===== config.mk =====
export PLATFORM = sky130hd
export DESIGN_NAME = fetch_stage
export DESIGN_NICKNAME = d
export VERILOG_FILES = /design/src/rtl/fetch_stage.sv
export SDC_FILE = /design/constraint.sdc
export NUM_CORES = 1
export LEC_CHECK = 0
export BUFFER_PORTS_ARGS = -buffer_cell sky130_fd_sc_hd__buf_2
export CAP_MARGIN = 20
export CORE_MARGIN = 8
export CORE_UTILIZATION = 46
export CTS_BUF_LIST = sky130_fd_sc_hd__clkbuf_4 sky130_fd_sc_hd__clkbuf_8
export DETAILED_ROUTE_END_ITERATION = 16
export PLACE_DENSITY = 0.86
export SLEW_MARGIN = 20
export SYNTH_ARGS = -nofsm -noshare
export SYNTH_HDL_FRONTEND = slang
export SYNTH_SLANG_ARGS = --single-unit

===== constraint.sdc =====
create_clock -name CLK -period 2.2 [get_ports CLK]
set_input_delay 0.11 -clock CLK [delete_from_list [all_inputs] [get_ports CLK]]
set_output_delay 0.11 -clock CLK [all_outputs]
set_load 0.005 [all_outputs]

===== src/rtl/fetch_stage.sv =====
// Instruction fetch stage: PC register, fetch request and IF/ID handshake.
// Optional one-entry fetch buffer and HOLD state enabled by FETCH_BUFFER_EN.
module fetch_stage #(
    parameter logic [31:0] RESET_PC = 32'h0000_0000
) (
    input  logic        CLK,
    input  logic        RST,
    input  logic        ihit,
    input  logic [31:0] imemload,
    input  logic        stall,
    input  logic        redirect,
    input  logic [31:0] redirect_addr,
    input  logic        halt,
    output logic        imemREN,
    output logic [31:0] imemaddr,
    output logic [31:0] ifinstr,
    output logic [31:0] ifJALjump_addr,
    output logic        ifW,
    output logic        ifRST
);

`ifdef FETCH_BUFFER_EN
    typedef enum logic [1:0] {
        FETCH  = 2'd0,
        HOLD   = 2'd1,
        HALTED = 2'd2
    } state_t;
`else
    typedef enum logic [1:0] {
        FETCH  = 2'd0,
        HALTED = 2'd2
    } state_t;
`endif

    state_t      state_r;
    state_t      state_nxt_s;
    logic [31:0] pc_r;
    logic [31:0] pc_nxt_s;
    logic [31:0] pc_plus4_s;
    logic [31:0] redirect_pc_s;
`ifdef FETCH_BUFFER_EN
    logic [31:0] buf_instr_r;
    logic [31:0] buf_link_r;
    logic [31:0] buf_instr_nxt_s;
    logic [31:0] buf_link_nxt_s;
`endif

    // PC+4 wraps naturally in 32 bits; redirect targets are word aligned.
    assign pc_plus4_s    = pc_r + 32'd4;
    assign redirect_pc_s = redirect_addr & 32'hFFFF_FFFC;
    assign imemaddr      = pc_r;

    // State, PC and buffer registers with synchronous reset.
    always_ff @(posedge CLK) begin
        if (RST) begin
            state_r     <= FETCH;
            pc_r        <= RESET_PC;
`ifdef FETCH_BUFFER_EN
            buf_instr_r <= 32'h0000_0000;
            buf_link_r  <= 32'h0000_0000;
`endif
        end else begin
            state_r     <= state_nxt_s;
            pc_r        <= pc_nxt_s;
`ifdef FETCH_BUFFER_EN
            buf_instr_r <= buf_instr_nxt_s;
            buf_link_r  <= buf_link_nxt_s;
`endif
        end
    end

    // Next-state, next-PC and IF/ID handshake outputs.
    always_comb begin
        state_nxt_s     = state_r;
        pc_nxt_s        = pc_r;
        imemREN         = 1'b0;
        ifW             = 1'b0;
        ifRST           = 1'b0;
        ifinstr         = imemload;
        ifJALjump_addr  = pc_plus4_s;
`ifdef FETCH_BUFFER_EN
        buf_instr_nxt_s = buf_instr_r;
        buf_link_nxt_s  = buf_link_r;
`endif
        if (RST) begin
            ifRST          = 1'b1;
            ifinstr        = 32'h0000_0000;
            ifJALjump_addr = 32'h0000_0000;
        end else begin
            case (state_r)
                FETCH: begin
                    imemREN = 1'b1;
                    if (redirect) begin
                        // Redirect beats everything, including a pending halt.
                        ifRST       = 1'b1;
                        pc_nxt_s    = redirect_pc_s;
                        state_nxt_s = FETCH;
                    end else if (halt) begin
                        state_nxt_s = HALTED;
                    end else if (ihit && !stall) begin
                        ifW      = 1'b1;
                        pc_nxt_s = pc_plus4_s;
                    end else if (ihit && stall) begin
`ifdef FETCH_BUFFER_EN
                        buf_instr_nxt_s = imemload;
                        buf_link_nxt_s  = pc_plus4_s;
                        pc_nxt_s        = pc_plus4_s;
                        state_nxt_s     = HOLD;
`else
                        // Word dropped; the same PC is refetched once stall clears.
                        pc_nxt_s = pc_r;
`endif
                    end else begin
                        pc_nxt_s = pc_r;
                    end
                end
`ifdef FETCH_BUFFER_EN
                HOLD: begin
                    ifinstr        = buf_instr_r;
                    ifJALjump_addr = buf_link_r;
                    if (redirect) begin
                        ifRST           = 1'b1;
                        pc_nxt_s        = redirect_pc_s;
                        buf_instr_nxt_s = 32'h0000_0000;
                        buf_link_nxt_s  = 32'h0000_0000;
                        state_nxt_s     = FETCH;
                    end else if (halt) begin
                        state_nxt_s = HALTED;
                    end else if (!stall) begin
                        ifW         = 1'b1;
                        state_nxt_s = FETCH;
                    end else begin
                        state_nxt_s = HOLD;
                    end
                end
`endif
                HALTED: begin
                    state_nxt_s = HALTED;
                end
                default: begin
                    state_nxt_s = FETCH;
                end
            endcase
        end
    end

endmodule

==> results of run 1 <==
[sequential cells by signal, summed over array words and instances, names as in the netlist]
register,flops
imemaddr,30
state_r,1
[routing by layer]
metal | global-route usage | part of all wire | wire, um
met1 | 0.272 | 0.37 | 4760
met2 | 0.438 | 0.49 | 6340
met3 | 0.0853 | 0.11 | 1430
met4 | 0.0899 | 0.028 | 366
met5 | 0 | 0 | 0
[where the power goes]
part | leakage [nW] | switching, W | internal, W
registers | 0.261 | 0.0000398 | 0.000607
clock network | 0.0491 | 0.000235 | 0.000247
logic | 1.61 | 0.000321 | 0.000262
[worst paths after layout]
| check | end | slack, ns | depth (start not counted) |
|---|---|---|---|
| hold reg to reg | imemaddr[29]$_SDFFE_PP0P_ | 0.57 | 2 |
| hold / removal | state_r[1]$_SDFFE_PP0P_ | 0.06 | 3 |
| setup / recovery | ifJALjump_addr[25] | -0.05 | 5 |
| setup reg to reg | imemaddr[26]$_SDFFE_PP0P_ | 0.14 | 6 |
[critical path, stage by stage (launching register included)]
cell and delay [ns]:
dfxtp_2 0.34, nand3_2 0.09, or4_4 0.60, or4_1 0.55, a21oi_1 0.14, buf_2 0.13
[kinds of logic after synthesis]
group	count (synthesis)	share of synthesized area
AND/OR/NAND/NOR	206	0.388
AO/OA/AOI/OAI	122	0.272
buffers and inverters	61	0.0865
flip-flops	31	0.206
XOR/XNOR	11	0.0320
multiplexers	3	0.0104
adder cells (fa/ha/maj)	1	0.00416
other	1	0.00125
[synthesized netlist by cell type, drive strengths merged, types with 7 or more instances]
cell	number
a21oi	36
clkbuf	34
nor2b	34
nand2	32
nor2	32
dfxtp	31
nand3	22
o21ai	20
buf	18
nand4	16
nor3	10
or3	10
a31oi	9
and4	9
inv	9
nor4	9
o211ai	8
or4	7
[metrics by stage]
stage / util / instance area [um2] / total power (W) / hold WS [ns]
detailed placement: 0.636 / 4040 / 0.00121 / 0.365
global route: 0.683 / 4340 / 0.00179 / 0.0846
global placement: 0.636 / 4040 / 0.00120 / 0.344
CTS: 0.658 / 4180 / 0.00169 / 0.0665
floorplan: - / 3020 / 0.000943 / 0.226
finish: 0.683 / 4340 / 0.00171 / 0.0640
[cell type report]
type | count | share of cell area
clock inverters | 1 | 0.00115
well taps | 77 | 0.0222
repair buffers | 217 | 0.287
clock buffers | 7 | 0.0193
inverters | 9 | 0.00779
flip-flops and latches | 31 | 0.148
multi-input cells | 348 | 0.515
[what timing repair did]
item,4_1_cts,5_1_grt
resized for setup,13,29
endpoints found under the setup margin,13,16
gates cloned,0,1
pin swaps,9,9
buffers inserted,4,6
[cells in the final DEF, fill, tap and decap left out, types with 5 or more instances in the layout]
cell,count
nor3_1,8
nor4_1,7
nor2b_1,34
a21oi_2,5
a31oi_1,9
o211ai_1,8
buf_6,5
or3_1,5
and4_1,5
dfxtp_2,13
nor2_1,31
o31ai_1,6
buf_2,162
nand2_1,32
o21ai_0,20
or4_1,6
xnor2_1,6
dfxtp_1,17
xor2_1,5
clkbuf_8,5
nand4_1,16
buf_4,50
nand3_1,19
and3_1,5
a21oi_1,31
inv_1,9
==> impl_metrics.yaml, run 1 <==
placement:
  dpl.cell_count: 671
  gp_routability_congestion: 0.947
  pre_cts_slack_ns: 0.135
  dp.final_hpwl_um: 9560
  io_buffer_count: 162
sta:
  period_share: 1.02
  relSlewSlack: 0.570
  slew_viol_final: 0
  fin_crit_ns: 2.25
  setup_tns_ns: -0.0723
  skew_ns: 0.00804
  hold_violations: 0
  fmax_ghz: 0.445
  rsz0062_at_grt: "true"
  post-route-worst-setup-slack_ns: -0.0497
  setup_viol: 2
  worst_pin_slew_ns: 0.639
outcome:
  status: "finished with violations"
  failed_checks: "negative setup slack"
pwr:
  p_leak_nw: 1.92
  pwr_density_cell_nw_per_um2: 395
  ir_drop_uv: 273
detailed_routing:
  wl_per_cell_um: 18.7
  wl_um: 12900
  antenna_left: 0
  drt_iter0_drc: 307
  vias: 4284
  via_per_inst: 6.21
  firstDrtPassIters: 6
  drc: 0
flow_run:
  maxCapViolCount: 0
clock_tree:
  cts.sinks: 31
  cts_hold_buf: 0
  cts_made_buffers: 5
  clk_latency_ns: 0.30
  cts.clk_slew.worst_paths_ns: 0.07
  cts_max_path_buffers: 2
  cts_root_buf: "clkbuf_8"
  htreeDepth: 2
  cts_tree: "yes"
die:
  initial_core_util: 0.474
  io_pins: 169
  die_w_um: 96.9
  fp.dieArea_um2: 9380
  core_area_um2: 6350
  rows: 29
  dieHeight_um: 96.9
global_route:
  antenna_found_initial: 0
  grt_pass1_vias: 4223
  grt_overflow_total: 0
  grtUsageTotal: 0.250
  grt_first_pass_wirelength_um: 20200
  grt_max_degree: 64
synth:
  ys_seq_area_frac: 0.206
  ys_async_sr_fraction: 0
  synth_area_leader_cell: "dfxtp_1"
  synth_area_leaders: "dfxtp_1, nor2b_1, a21oi_1"
  ys_ff_latch: 31
  syn_area_per_cell_um2: 6.90
  synth_top_flop_cell: "dfxtp_1"
  synth_cell_type_count: 62
  yosys_warnings: 0
  syn_area_um2: 3010
  syn_inst: 436
  synth_top_area_frac: 0.206
  synth-edff-count: 0
setup_path:
  critPathLaunch: "imemaddr[7]$_SDFFE_PP0P_"
  worstPathArrival_ns: 2.14
  r2r_start: "state_r[1]$_SDFFE_PP0P_"
  startpoint_type: "flip-flop"
  worstPathMaxFanout: 7
  path_class: "reg -> out"
  cp_data_required_time_ns: 2.09
  cp-end-kind: "output pin"
final_layout:
  seqCellArea_um2: 641
  final_cell_count_no_fill: 690
  finish.net_count: 683
  layout-drive-gt1-share: 0.442
  area_growth_pct: 44.1
  multiInputGateArea_um2: 2230
  diodes: 0
  fill_cells: 539
min_path:
  hold_path.class: "in -> reg"
  hold_start: "halt"
Power figures use the tool's default switching activity.
==> inputs of run 2 (changes only) <==
==> config.mk (replaced) <==
export PLATFORM = sky130hd
export DESIGN_NAME = fetch_stage
export DESIGN_NICKNAME = d
export VERILOG_FILES = /design/src/rtl/fetch_stage.sv
export SDC_FILE = /design/constraint.sdc
export NUM_CORES = 1
export LEC_CHECK = 0
export ABC_AREA = 1
export CAP_MARGIN = 20
export CORE_MARGIN = 8
export CORE_UTILIZATION = 50
export CTS_BUF_LIST = sky130_fd_sc_hd__clkbuf_4 sky130_fd_sc_hd__clkbuf_8
export DETAILED_ROUTE_END_ITERATION = 16
export DONT_BUFFER_PORTS = 1
export PLACE_DENSITY = 0.68
export SLEW_MARGIN = 20
export SYNTH_ARGS = -nofsm -noshare
export SYNTH_HDL_FRONTEND = slang
export SYNTH_SLANG_ARGS = --single-unit
==> run 2 against run 1 <==
Compared with the run above:
- area after synthesis is 13% lower
- clock-buffer cell count is 1 higher
- die area is 17% lower
- critical path type unchanged
- core utilization is 14 points lower
- the flow now finishes without violations
- critical path depth is 2 higher
- first-iteration DRC count is 54% lower
- sequential share of layout area is 7.6 points higher
- combinational power is 48% lower
- clock power is 5.6% higher
- via count is 35% lower
- critical endpoint is now ifJALjump_addr[12]
- global-route usage is 4.5 points lower
- total power is 11% lower
==> impl_metrics.yaml, run 2 <==
final_layout:
  area_growth_pct: 5.67
  multiInputGateArea_um2: 1660
  finish.net_count: 530
  layout_commonest_cell: "nand2_1"
  diodes: 0
  layout-drive-gt1-share: 0.0543
  layout_common_cells: "nand2_1, nor2_1, a21oi_1, inv_1"
  largest_reg_flops: 30
  fill_cells: 551
  seqCellArea_um2: 621
clock_tree:
  cts_tree: "yes"
  cts_root_buf: "clkbuf_8"
  cts_made_buffers: 5
  cts.sinks: 31
  htreeDepth: 2
  clk_latency_ns: 0.28
  cts_setup_buffers: 0
  cts.clk_slew.worst_paths_ns: 0.06
  cts_max_path_buffers: 2
sta:
  slew_viol_final: 0
  relSlewSlack: 0.357
  worst_pin_slew_ns: 0.964
  fmax_ghz: 0.490
  fin_crit_ns: 2.04
  timing.hold.ws_ns: 0.0217
  skew_ns: 0.00344
  setup_tns_ns: 0
  setup_viol: 0
  period_share: 0.928
  rsz0062_at_grt: "false"
  hold_violations: 0
synth:
  synth.top_cells.by_count: "nand2_1, nor2_1, a21oi_1"
  synth_top_flop_cell: "dfxtp_1"
  synth_area_leader_cell: "dfxtp_1"
  synth_top_area_frac: 0.236
  ys_async_sr_fraction: 0
  synth_cell_type_count: 27
  ys_ff_latch: 31
  yosysMostFrequentCell: "nand2_1"
  synth-edff-count: 0
  yosys_warnings: 0
  syn_area_per_cell_um2: 5.61
  synth_area_leaders: "dfxtp_1, nand2_1, a21oi_1"
  syn_inst: 468
  ys_seq_area_frac: 0.236
  syn_area_um2: 2630
detailed_routing:
  wl_per_cell_um: 15.9
  firstDrtPassIters: 5
  drt_iter0_drc: 140
  wl_um: 8420
  via_per_inst: 5.23
  antenna_left: 0
  drc: 0
  vias: 2773
die:
  fp.dieArea_um2: 7830
  io_pins: 169
  die_w_um: 88.5
  initial_core_util: 0.518
  core_area_um2: 5070
  dieHeight_um: 88.5
  rows: 26
global_route:
  grt_max_degree: 58
  antenna_found_initial: 0
  grt_overflow_total: 0
  grtUsageTotal: 0.205
  grt_first_pass_wirelength_um: 12800
  grt_pass1_vias: 2651
setup_path:
  path_class: "reg -> out"
  worstPathArrival_ns: 1.93
  worstPathMaxFanout: 7
  cp-end-kind: "output pin"
  cp_data_required_time_ns: 2.09
  startpoint_type: "flip-flop"
placement:
  gp_routability_congestion: 0.914
  dp.final_hpwl_um: 6320
  io_buffer_count: 0
pwr:
  ir_drop_uv: 401
  p_total_w: 0.00152
  p_leak_nw: 1.23
  pwr_density_cell_nw_per_um2: 548
flow_run:
  maxCapViolCount: 0
min_path:
  hold_path.class: "in -> reg"
outcome:
  status: "finished, final reports clean"
[run 2: report_power, final]
| part | switching, W | internal (W) | total, W |
|---|---|---|---|
| Combinational | 0.000192 | 0.000112 | 0.000304 |
| Sequential | 0.0000939 | 0.000615 | 0.000709 |
| Clock | 0.000211 | 0.000298 | 0.000509 |
| Total | 0.000498 | 0.00102 | 0.00152 |
[run 2: final timing paths]
kind | start | endpoint | slack (ns) | depth (start not counted)
max | imemaddr[2]$_SDFFE_PP0P_ | ifJALjump_addr[12] | 0.16 | 7
min reg2reg | state_r[1]$_SDFFE_PP0P_ | state_r[1]$_SDFFE_PP0P_ | 0.51 | 2
min | redirect_addr[5] | imemaddr[5]$_SDFFE_PP0P_ | 0.02 | 2
max reg2reg | state_r[1]$_SDFFE_PP0P_ | imemaddr[2]$_SDFFE_PP0P_ | 0.26 | 8
[run 2: area by class of cell]
type                    instances  area share
repair buffers                  7      0.0225
inverters                      65      0.0888
flip-flops and latches         31       0.224
multi-input cells             349       0.596
clock buffers                   8      0.0374
well taps                      70      0.0315
[run 2: repair_timing]
item,CTS,global route
endpoints found under the setup margin,0,1
hold buffers,4,0
hold endpoints to repair,3,0
resized for setup,0,2
[run 2: metal layers]
metal | track usage | routed length (um) | share of wire | vias up
met2 | 0.361 | 4140 | 0.49 | 124
met3 | 0.0631 | 788 | 0.094 | 14
met1 | 0.237 | 3420 | 0.41 | 1207
met5 | 0 | 0 | 0 | -
li1 | - | - | - | 1428
met4 | 0.0445 | 70 | 0.0083 | 0
[run 2: worst max-delay path, cell delays in order, from the launching register on]
cell,delay (ns)
dfxtp_1,0.47
ha_1,0.26
nand2_1,0.11
nor2_4,0.14
nand2_4,0.11
nor2_4,0.17
xor2_1,0.22
and2_1,0.17
[run 2: cells by family after synthesis]
group                    Yosys count  synth area share
AND/OR/NAND/NOR                  231             0.381
AO/OA/AOI/OAI                     98             0.188
buffers and inverters             91             0.138
flip-flops                        31             0.236
XOR/XNOR                          15            0.0500
adder cells (fa/ha/maj)            1           0.00476
other                              1           0.00143
[run 2: through the flow]
stage                     setup WS [ns]  instance area (um2)   util  std cells
after CTS                         0.142                 2770  0.547        530
after global placement            0.479                 2630  0.518        518
after global routing            0.00604                 2780  0.547        530
final                             0.159                 2780  0.547        530
after floorplan                   0.688                 2640      -        471
after detailed placement          0.453                 2630  0.518        518
